## config.mk

```make
export PLATFORM = sky130hd
export DESIGN_NAME = alu_share_ctrl
export DESIGN_NICKNAME = d
export VERILOG_FILES = /design/src/rtl/alu_share_ctrl_pkg.sv /design/src/rtl/alu_share_ctrl_arb.sv /design/src/rtl/alu_share_ctrl.sv
export SDC_FILE = /design/constraint.sdc
export NUM_CORES = 1
export LEC_CHECK = 0
export BUFFER_PORTS_ARGS = -buffer_cell sky130_fd_sc_hd__buf_2
export CAP_MARGIN = 20
export CORE_MARGIN = 5
export CORE_UTILIZATION = 42
export CTS_BUF_LIST = sky130_fd_sc_hd__clkbuf_8
export DETAILED_ROUTE_END_ITERATION = 8
export MAX_ROUTING_LAYER = met4
export PLACE_DENSITY = 0.79
export SLEW_MARGIN = 25
export SYNTH_ARGS = -nofsm -noshare
export SYNTH_HDL_FRONTEND = slang
export SYNTH_SLANG_ARGS = --single-unit
export TNS_END_PERCENT = 100
```

## constraint.sdc

```tcl
create_clock -name clk -period 1.7 [get_ports clk]
set_input_delay 0.17 -clock clk [delete_from_list [all_inputs] [get_ports clk]]
set_output_delay 0.17 -clock clk [all_outputs]
set_load 0.01 [all_outputs]
```

## src/rtl/alu_share_ctrl_pkg.sv

```systemverilog
// Shared definitions for the two-port ALU sharing controller.
// Latency: n/a (types and constants only).
// Backpressure: n/a.
package alu_share_pkg;

    localparam logic [2:0] OP_ADD = 3'b000;
    localparam logic [2:0] OP_SUB = 3'b001;
    localparam logic [2:0] OP_AND = 3'b010;
    localparam logic [2:0] OP_OR  = 3'b011;
    localparam logic [2:0] OP_ILL = 3'b100;
    localparam logic [2:0] OP_SRL = 3'b101;
    localparam logic [2:0] OP_LUI = 3'b110;
    localparam logic [2:0] OP_SLT = 3'b111;

    typedef enum logic [1:0] {
        ST_IDLE = 2'd0,
        ST_EXEC = 2'd1,
        ST_RESP = 2'd2
    } state_t;

endpackage

```

## src/rtl/alu_share_ctrl_arb.sv

```systemverilog
// Two-way round-robin picker: one-hot grant, ties go to the port not served last.
// Latency: combinational.
// Backpressure: none; the caller qualifies the grant with its own busy state.
// Ports: req[1:0] requests, last = port granted most recently, gnt[1:0] one-hot grant.
module rr_arb2 (
    input  logic [1:0] req,
    input  logic       last,
    output logic [1:0] gnt
);

    assign gnt[0] = req[0] & (~req[1] | last);
    assign gnt[1] = req[1] & (~req[0] | ~last);

endmodule

```

## src/rtl/alu_share_ctrl.sv

```systemverilog
// Time-shares one external combinational ALU between two requesters, round-robin.
// Latency: accept in cycle k, ALU evaluates in k+1, response valid from k+2.
// Backpressure: one operation in flight; req_ready stays low until the owner takes the response.
// Ports: p0_*/p1_* request (valid/ready, op, a, b) and response (valid/ready) channels,
//        shared rsp_res/rsp_zero/rsp_ovf/rsp_err, alu_op/alu_a/alu_b to the ALU,
//        alu_res/alu_zero back from it.
module alu_share_ctrl
    import alu_share_pkg::*;
#(
    parameter int DATA_W = 32
) (
    input  logic              clk,
    input  logic              rst_n,
    input  logic              p0_req_valid,
    output logic              p0_req_ready,
    input  logic [2:0]        p0_op,
    input  logic [DATA_W-1:0] p0_a,
    input  logic [DATA_W-1:0] p0_b,
    input  logic              p1_req_valid,
    output logic              p1_req_ready,
    input  logic [2:0]        p1_op,
    input  logic [DATA_W-1:0] p1_a,
    input  logic [DATA_W-1:0] p1_b,
    output logic              p0_rsp_valid,
    input  logic              p0_rsp_ready,
    output logic              p1_rsp_valid,
    input  logic              p1_rsp_ready,
    output logic [DATA_W-1:0] rsp_res,
    output logic              rsp_zero,
    output logic              rsp_ovf,
    output logic              rsp_err,
    output logic [2:0]        alu_op,
    output logic [DATA_W-1:0] alu_a,
    output logic [DATA_W-1:0] alu_b,
    input  logic [DATA_W-1:0] alu_res,
    input  logic              alu_zero
);

    state_t      state_q;
    state_t      state_nxt;
    logic        last_q;
    logic        own_q;     // 0: port 0 owns the operation in flight, 1: port 1
    logic        ill_q;     // latched op was the illegal opcode
    logic [1:0]  gnt;
    logic        accept;
    logic        rsp_hs;
    logic [2:0]  req_op;
    logic        ovf;

    rr_arb2 u_arb (
        .req  ({p1_req_valid, p0_req_valid}),
        .last (last_q),
        .gnt  (gnt)
    );

    assign p0_req_ready = (state_q == ST_IDLE) & gnt[0];
    assign p1_req_ready = (state_q == ST_IDLE) & gnt[1];
    assign accept       = p0_req_ready | p1_req_ready;
    assign req_op       = gnt[1] ? p1_op : p0_op;
    assign rsp_hs       = (p0_rsp_valid & p0_rsp_ready) | (p1_rsp_valid & p1_rsp_ready);

    // Signed overflow from the operand sign bits; alu_op reads ADD for an
    // illegal op too, so ill_q must veto it.
    always_comb begin
        ovf = 1'b0;
        if (!ill_q) begin
            if (alu_op == OP_ADD) begin
                ovf = (alu_a[DATA_W-1] == alu_b[DATA_W-1]) &&
                      (alu_res[DATA_W-1] != alu_a[DATA_W-1]);
            end else if (alu_op == OP_SUB) begin
                ovf = (alu_a[DATA_W-1] != alu_b[DATA_W-1]) &&
                      (alu_res[DATA_W-1] != alu_a[DATA_W-1]);
            end
        end
    end

    always_comb begin
        state_nxt = state_q;
        case (state_q)
            ST_IDLE: if (accept) state_nxt = ST_EXEC;
            ST_EXEC: state_nxt = ST_RESP;
            ST_RESP: if (rsp_hs) state_nxt = ST_IDLE;
            default: state_nxt = ST_IDLE;
        endcase
    end

    always_ff @(posedge clk or negedge rst_n) begin
        if (!rst_n) begin
            state_q      <= ST_IDLE;
            last_q       <= 1'b1;
            own_q        <= 1'b0;
            ill_q        <= 1'b0;
            alu_op       <= 3'b000;
            alu_a        <= '0;
            alu_b        <= '0;
            rsp_res      <= '0;
            rsp_zero     <= 1'b0;
            rsp_ovf      <= 1'b0;
            rsp_err      <= 1'b0;
            p0_rsp_valid <= 1'b0;
            p1_rsp_valid <= 1'b0;
        end else begin
            state_q <= state_nxt;
            if (accept) begin
                last_q <= gnt[1];
                own_q  <= gnt[1];
                ill_q  <= (req_op == OP_ILL);
                // Illegal op still runs through EXEC, with the ALU parked on ADD.
                alu_op <= (req_op == OP_ILL) ? OP_ADD : req_op;
                alu_a  <= gnt[1] ? p1_a : p0_a;
                alu_b  <= gnt[1] ? p1_b : p0_b;
            end
            if (state_q == ST_EXEC) begin
                rsp_res      <= ill_q ? '0 : alu_res;
                rsp_zero     <= ill_q | alu_zero;
                rsp_ovf      <= ovf;
                rsp_err      <= ill_q;
                p0_rsp_valid <= ~own_q;
                p1_rsp_valid <= own_q;
            end
            if (rsp_hs) begin
                p0_rsp_valid <= 1'b0;
                p1_rsp_valid <= 1'b0;
            end
        end
    end

endmodule

```

==> impl_summary.log, run 1 <==
[metrics] type of destination of the critical path: flip-flop
[metrics] cells traversed along the worst timing path: a21boi_4 -> bufbuf_16 -> mux2_2 -> mux2_2
[metrics] highest clock rate: a little under 600 MHz
[metrics] global-route wire length before repair: between 20000 and 25000 um
[metrics] number of sinks driven by the clock tree: approximately 110
[metrics] number of rows created at floorplan: 40
[metrics] CP arrival: roughly 2.0 ns
[metrics] number of failing hold endpoints at the final stage: 0
[metrics] Crit Reg-Reg Endpoint: alu_b[7]$_DFFE_PN0P_
[metrics] Die ar.: about 14000 sq um
[metrics] Compound-Gate Fraction of Synth Area: around 5.1%
[metrics] CTS tree: built
[metrics] total vias in the final route: 4156
[metrics] area of the core: roughly 12000 sq um
[metrics] share of cell area taken by muxes after synthesis: between 20% and 30%
[metrics] post-synthesis sequential area ratio: between 50% and 60%
[metrics] DRT antenna net count: 0
[metrics] initial antenna violation count: 0
[metrics] r2r setup slk: 0.0008 ns
[metrics] leading cell type by number of instances after synthesis: mux2_2
[metrics] Power, Total: approximately 12 mW
[metrics] area used by multi-input combinational logic: approximately 2300 sq um
[metrics] final worst hold slack: 0.0360 ns
[metrics] share of Yosys cell area claimed by the top area cell type: between 50 and 60%
[metrics] DR DRC count: 0
[metrics] simple-gate share of the synthesized area: 8.46%
[metrics] post-synthesis xor/xnor area fraction: 0.513%
[metrics] largest family of logic cells by synthesized area: multiplexers
[metrics] Cells after Synth: between 400 and 500
[metrics] Synth Area in Adders: 0%
[metrics] share of async-settable or async-resettable flops after synthesis: 100%
[metrics] synth warn: 0
[metrics] clock latency on the worst-skew pair: about 0.37 ns
[metrics] gate family responsible for the most delay along the worst path: multiplexers
[metrics] largest net degree at the start of global routing: ~50
[metrics] clock buffers created by TritonCTS: 9
[metrics] port buffer count: approximately 280
[metrics] area used by sequential logic in the layout: ~2700 sq um
[metrics] overall global routing resource usage: 20.1%
[metrics] HP Class: primary input to flip-flop
[metrics] Worst path max stage delay: roughly 0.40 ns
[metrics] Synth Area per Inst: 12.6 sq um
[metrics] final-layout fill cell count: roughly 1000
[metrics] number of cells traversed by the worst hold path: 3
[metrics] grt ovf: 0
[metrics] unrepaired setup endpoints after global routing: true
[metrics] ant diodes: 0
[metrics] beginning of the worst register-to-register path: last_q$_DFFE_PN1P_
[metrics] number of failing setup endpoints in the final timing report: 0
[metrics] status: finished, final reports clean
[metrics] kind of critical path: flip-flop to flip-flop
[metrics] routed length per placed instance: ~17 um
[metrics] top post-synthesis cells by area: dfrtp_1, mux2_2, nand2b_1
[metrics] level count of the clock H-tree: 3
[metrics] number of nets produced by synthesis: just under 600
[metrics] buffers plus inverters on the worst setup path: 1
[metrics] CTS Buffer Depth: 2
[metrics] type of origin of the critical path: flip-flop
[metrics] Endpoint, Worst Hold: rsp_res[2]$_DFFE_PN0P_
[metrics] Syn Std Cell Area: slightly above 5000 sq um
[metrics] number of global-route vias before repair: 4512
[metrics] P per Cell Area: approximately 1700 nW/um^2
[metrics] total of flip-flops plus latches after synthesis: between 100 and 150
[metrics] total half-perimeter wirelength after legalization and detailed placement: approximately 11000 um
[metrics] Post-synth EDFFs: 0
[metrics] cell type with the highest aggregate area in the netlist: dfrtp_1
[metrics] largest voltage drop on the vdd net: approximately 0.00082 V
[metrics] die extent in y: 120 um
[metrics] Root Buffer: clkbuf_8
[metrics] final layout net count: 861
[metrics] area growth from synthesis to final layout: 39.5%
[metrics] maximum capacitance violations: 0
[metrics] initial drt markers: between 200 and 250
[metrics] source of the worst hold timing path: alu_res[2]
[metrics] fraction of layout instances using a drive strength above 1: roughly 65%
[metrics] CTS clk-pin slew, worst paths: 0.10 ns
[metrics] worst setup timing slack at the placement stage: 0.0936 ns
[metrics] CP Max Fanout: 16
[metrics] Finished Cell Area: 7140 sq um
[metrics] total I/O pin count: ~280
[metrics] fraction of the cycle the final worst path needs: between 90% and 100%
[metrics] Via-to-Cell Ratio: 4.95
[metrics] final weighted congestion in routability-driven placement: slightly above 0.8
[metrics] leakage power of the design: ~3.6 nW
[metrics] required time of the critical path: slightly below 2 ns
[metrics] Worst Reg2Reg Path Length in Cells: 4
[metrics] Die W: around 120 um
[metrics] final WL: about 14000 um
[metrics] effective utilization at floorplan: about 43%
[metrics] post-layout min period: 1.70 ns
[metrics] Post-Route Skew: 0.0117 ns
[metrics] post-route worst setup slack: between 0.0008 and 0.0009 ns
[metrics] crit-path most repeated cell: mux2_2
[metrics] DP Area: roughly 6800 sq um
[metrics] Pre-antenna DRT Iters: 4
[metrics] top cells by count, synth: mux2_2, dfrtp_1, nand2_1
[metrics] predominant post-synthesis flop cell: dfrtp_1
[metrics] Cell variety after synth: 29
[metrics] headroom to the max-slew limit: between 60% and 70%
[metrics] critical path's slowest cell: dfstp_2
[metrics] worst-margin pin slew: just over 0.5 ns
[metrics] max-slew violation total from the final report: 0
## per-layer routing
| layer | wire [um] | vias to the layer above | track usage, % |
|---|---|---|---|
| met2 | 7330 | 163 | 34.6 |
| met5 | 0 | - | - |
| li1 | - | 1968 | - |
| met4 | 354 | 0 | 7.86 |
| met3 | 867 | 30 | 3.88 |
| met1 | 5680 | 1995 | 23.1 |
## report_power, final
part           total [mW]  switching (mW)  internal, mW
clock                1.87           0.883         0.990
combinational        5.65            2.65          3.00
sequential           4.57           0.734          3.84
total                12.1            4.26          7.83
## cell usage in the layout, fill, tap and decap left out, types with 2 or more instances in the layout
cell type	synthesis	routed
nand2b_1	35	34
bufinv_16	0	2
mux2_2	121	117
xnor2_1	2	2
a21oi_1	4	4
o21ai_0	37	37
mux2i_1	2	2
dlygate4sd3_1	0	2
buf_2	12	276
and2_4	0	2
mux2_4	10	14
a211oi_1	2	2
dfrtp_1	108	108
a31oi_1	2	2
buf_12	0	8
nor2_1	4	3
clkbuf_8	0	13
buf_4	0	8
nand3_1	2	2
nand2_1	38	38
## repair_timing
action                     4_1_cts  5_1_grt
gates cloned                     1        1
setup endpoints to repair        2       28
pin swaps                        1        0
hold endpoints to repair        28        0
hold buffers                     2        0
setup buffers                    3        0
gates resized for setup          1        7
## worst reg2reg max path, stage by stage (launching register included)
cell,delay (ns)
dfstp_2,0.40
a21boi_4,0.24
bufbuf_16,0.35
mux2_2,0.34
mux2_2,0.26
## area by class of cell
cell class / instances / share of cell area (%)
multi-input combinational: 270 / 32.1
clock buffer: 13 / 2.51
sequential: 109 / 38.2
inverter: 1 / 0.0526
clock inverter: 3 / 0.911
tap: 147 / 2.58
timing repair buffer: 297 / 23.7
## kinds of logic (layout without fill, tap and decap cells)
| logic type | Yosys count | in the layout |
|---|---|---|
| XOR/XNOR | 3 | 3 |
| flip-flops | 109 | 109 |
| AND/OR/NAND/NOR | 86 | 86 |
| buffers and inverters | 26 | 314 |
| multiplexers | 133 | 133 |
| AO/OA/AOI/OAI | 48 | 48 |
## worst max path at each step
stage / startpoint / end / cells past startpoint
after global placement: state_q[1]$_DFFE_PN0P_ / alu_a[15]$_DFFE_PN0P_ / 4
final: last_q$_DFFE_PN1P_ / alu_b[7]$_DFFE_PN0P_ / 4
after global routing: last_q$_DFFE_PN1P_ / alu_b[6]$_DFFE_PN0P_ / 4
after detailed placement: last_q$_DFFE_PN1P_ / alu_b[20]$_DFFE_PN0P_ / 4
after CTS: last_q$_DFFE_PN1P_ / alu_a[4]$_DFFE_PN0P_ / 4
after floorplan: state_q[1]$_DFFE_PN0P_ / alu_a[10]$_DFFE_PN0P_ / 6
## state kept, by name (all words and copies together), names as in the netlist
name,count
alu_a,32
alu_b,32
alu_op,3
ill_q,1
last_q,1
own_q,1
p0_rsp_valid,1
p1_rsp_valid,1
rsp_err,1
rsp_ovf,1
rsp_res,32
rsp_zero,1
state_q,2
## metrics by stage
step / util [%] / setup TNS, ns / std cells
finish: 59.7 / 0 / 840
global route: 59.7 / -0.693 / 840
CTS: 59.2 / -0.180 / 839
detailed placement: 56.5 / 0 / 817
global placement: 56.5 / 0 / 817
floorplan: - / 0 / 405
Note: power is estimated with default switching activity, not from simulation.
==> inputs of run 2 (changes only) <==
--- a/config.mk
+++ b/config.mk
@@ -7,7 +7,6 @@
 export LEC_CHECK = 0
 export BUFFER_PORTS_ARGS = -buffer_cell sky130_fd_sc_hd__buf_2
 export CAP_MARGIN = 20
-export CORE_MARGIN = 5
 export CORE_UTILIZATION = 42
 export CTS_BUF_LIST = sky130_fd_sc_hd__clkbuf_8
 export DETAILED_ROUTE_END_ITERATION = 8
==> impl_summary.log, run 2 (synthesis results as in run 1) <==
[metrics] status: finished, final reports clean
[metrics] clock buffers created by TritonCTS: 9
[metrics] unrepaired setup endpoints after global routing: false
[metrics] final WL: roughly 13000 um
[metrics] area used by sequential logic in the layout: roughly 2700 sq um
[metrics] cell count after placement: 813
[metrics] worst-margin pin slew: around 0.47 ns
[metrics] Post-Route Skew: around 0.0071 ns
[metrics] fraction of layout instances using a drive strength above 1: between 60% and 70%
[metrics] Finished Cell Area: 7040 sq um
[metrics] largest voltage drop on the vdd net: ~0.0009 V
[metrics] Die W: 112 um
[metrics] type of origin of the critical path: flip-flop
[metrics] type of destination of the critical path: flip-flop
[metrics] DP Area: between 6000 and 7000 sq um
[metrics] initial drt markers: 120
[metrics] required time of the critical path: between 1.5 and 2 ns
[metrics] area growth from synthesis to final layout: 37.4%
[metrics] CTS tree: built
[metrics] HP Class: primary input to flip-flop
[metrics] fraction of the cycle the final worst path needs: approximately 100%
[metrics] most used cells in the layout excluding fill and tap cells: buf_2, mux2_2, dfrtp_1
[metrics] setup repair bufs after CTS: 0
[metrics] overall global routing resource usage: approximately 22%
[metrics] headroom to the max-slew limit: roughly two thirds
[metrics] most common cell after layout, fill and taps aside: buf_2
[metrics] effective utilization at floorplan: a little over two fifths
[metrics] CP arrival: 1.92 ns
[metrics] total half-perimeter wirelength after legalization and detailed placement: just over 10000 um
[metrics] CTS Buffer Depth: 2
[metrics] Power, Total: roughly 12 mW
[metrics] number of failing setup endpoints in the final timing report: 0
[metrics] Via-to-Cell Ratio: 4.89
[metrics] Setup TNS: 0 ns
[metrics] number of rows created at floorplan: 39
[metrics] total I/O pin count: about 280
[metrics] port buffer count: about 280
[metrics] number of global-route vias before repair: around 4300
[metrics] P per Cell Area: between 1500 and 2000 nW/um^2
[metrics] Die ar.: about 13000 sq um
[metrics] number of failing hold endpoints at the final stage: 0
[metrics] post-layout min period: 1.66 ns
[metrics] maximum capacitance violations: 0
[metrics] DRT antenna net count: 0
[metrics] highest clock rate: a little over 600 MHz
[metrics] routed length per placed instance: ~16 um
[metrics] grt ovf: 0
[metrics] number of cells traversed by the worst hold path: 3
[metrics] level count of the clock H-tree: 3
[metrics] final-layout fill cell count: about 1000
[metrics] registers with the most flip-flops: alu_a x32, alu_b x32, rsp_res x32
[metrics] Pre-antenna DRT Iters: 4
[metrics] clock latency on the worst-skew pair: between 0.3 and 0.4 ns
[metrics] CTS clk-pin slew, worst paths: 0.10 ns
[metrics] total vias in the final route: between 4000 and 5000
[metrics] DR DRC count: 0
[metrics] global-route wire length before repair: ~21000 um
[metrics] final layout net count: about 860
[metrics] largest net degree at the start of global routing: 66
[metrics] Root Buffer: clkbuf_8
[metrics] number of sinks driven by the clock tree: 109
[metrics] Worst Reg2Reg Path Length in Cells: 4
[metrics] area used by multi-input combinational logic: 2260 sq um
[metrics] initial antenna violation count: 0
[metrics] die extent in y: between 100 and 150 um
[metrics] kind of critical path: flip-flop to flip-flop
[metrics] max-slew violation total from the final report: 0
[metrics] ant diodes: 0
[metrics] final weighted congestion in routability-driven placement: just under 0.9
[metrics] area of the core: approximately 12000 sq um
[metrics] non-filler cells in the finished layout: slightly above 800
[metrics] CP Max Fanout: 38
[metrics] leakage power of the design: about 3.5 nW
[run 2: cell type report]
class / count / area share [%]
Timing Repair Buffer: 292 / 23.0
Clock buffer: 13 / 2.54
Clock inverter: 3 / 0.925
Multi-Input combinational cell: 270 / 32.2
Sequential cell: 109 / 38.8
Inverter: 1 / 0.0533
Tap cell: 143 / 2.54
[run 2: stage by stage]
stage	setup slack (ns)	util (%)	hold slack (ns)
5_1_grt	0.00333	60.3	0.0258
6_report	0.0440	60.3	0.0351
4_1_cts	0.0269	60.3	0.00768
2_1_floorplan	0.0959	-	-0.126
3_5_place_dp	0.0425	58.1	0.162
3_3_place_gp	0.0969	58.1	0.151
[run 2: critical path, cell delays in order (launching register included)]
cell	delay [ns]
dfstp_2	0.40
a21boi_4	0.23
buf_12	0.26
mux2_2	0.37
mux2_2	0.27
[run 2: where the power goes]
| part | internal [mW] | switching (mW) | leakage, nW | total [mW] |
|---|---|---|---|---|
| Sequential | 3.84 | 0.705 | 1.32 | 4.55 |
| Clock | 0.990 | 0.854 | 0.126 | 1.84 |
| Combinational | 2.95 | 2.64 | 2.06 | 5.59 |
| Total | 7.78 | 4.20 | 3.51 | 12.0 |
[run 2: layer usage]
layer | GRT usage [%] | routed length, um
met1 | 25.8 | 5440
met3 | 4.00 | 676
met5 | - | 0
met4 | 10.0 | 309
met2 | 37.3 | 6770
[run 2: path summary, 6_finish.rpt]
kind                       slack, ns                       end                from
setup / recovery                0.04     alu_b[20]$_DFFE_PN0P_  last_q$_DFFE_PN1P_
hold / removal                  0.04      rsp_zero$_DFFE_PN0P_            alu_zero
setup reg to reg                0.04     alu_b[20]$_DFFE_PN0P_  last_q$_DFFE_PN1P_
hold reg to reg                 0.45  p0_rsp_valid$_DFFE_PN0P_   own_q$_DFFE_PN0P_
max in group asynchronous       0.77       rsp_err$_DFFE_PN0P_               rst_n
min in group asynchronous       0.30     alu_a[26]$_DFFE_PN0P_               rst_n
[run 2: timing repair]
action,4_1_cts,5_1_grt
endpoints found under the hold margin,32,0
setup endpoints to repair,0,10
gates resized for setup,0,0
hold buffers,2,0
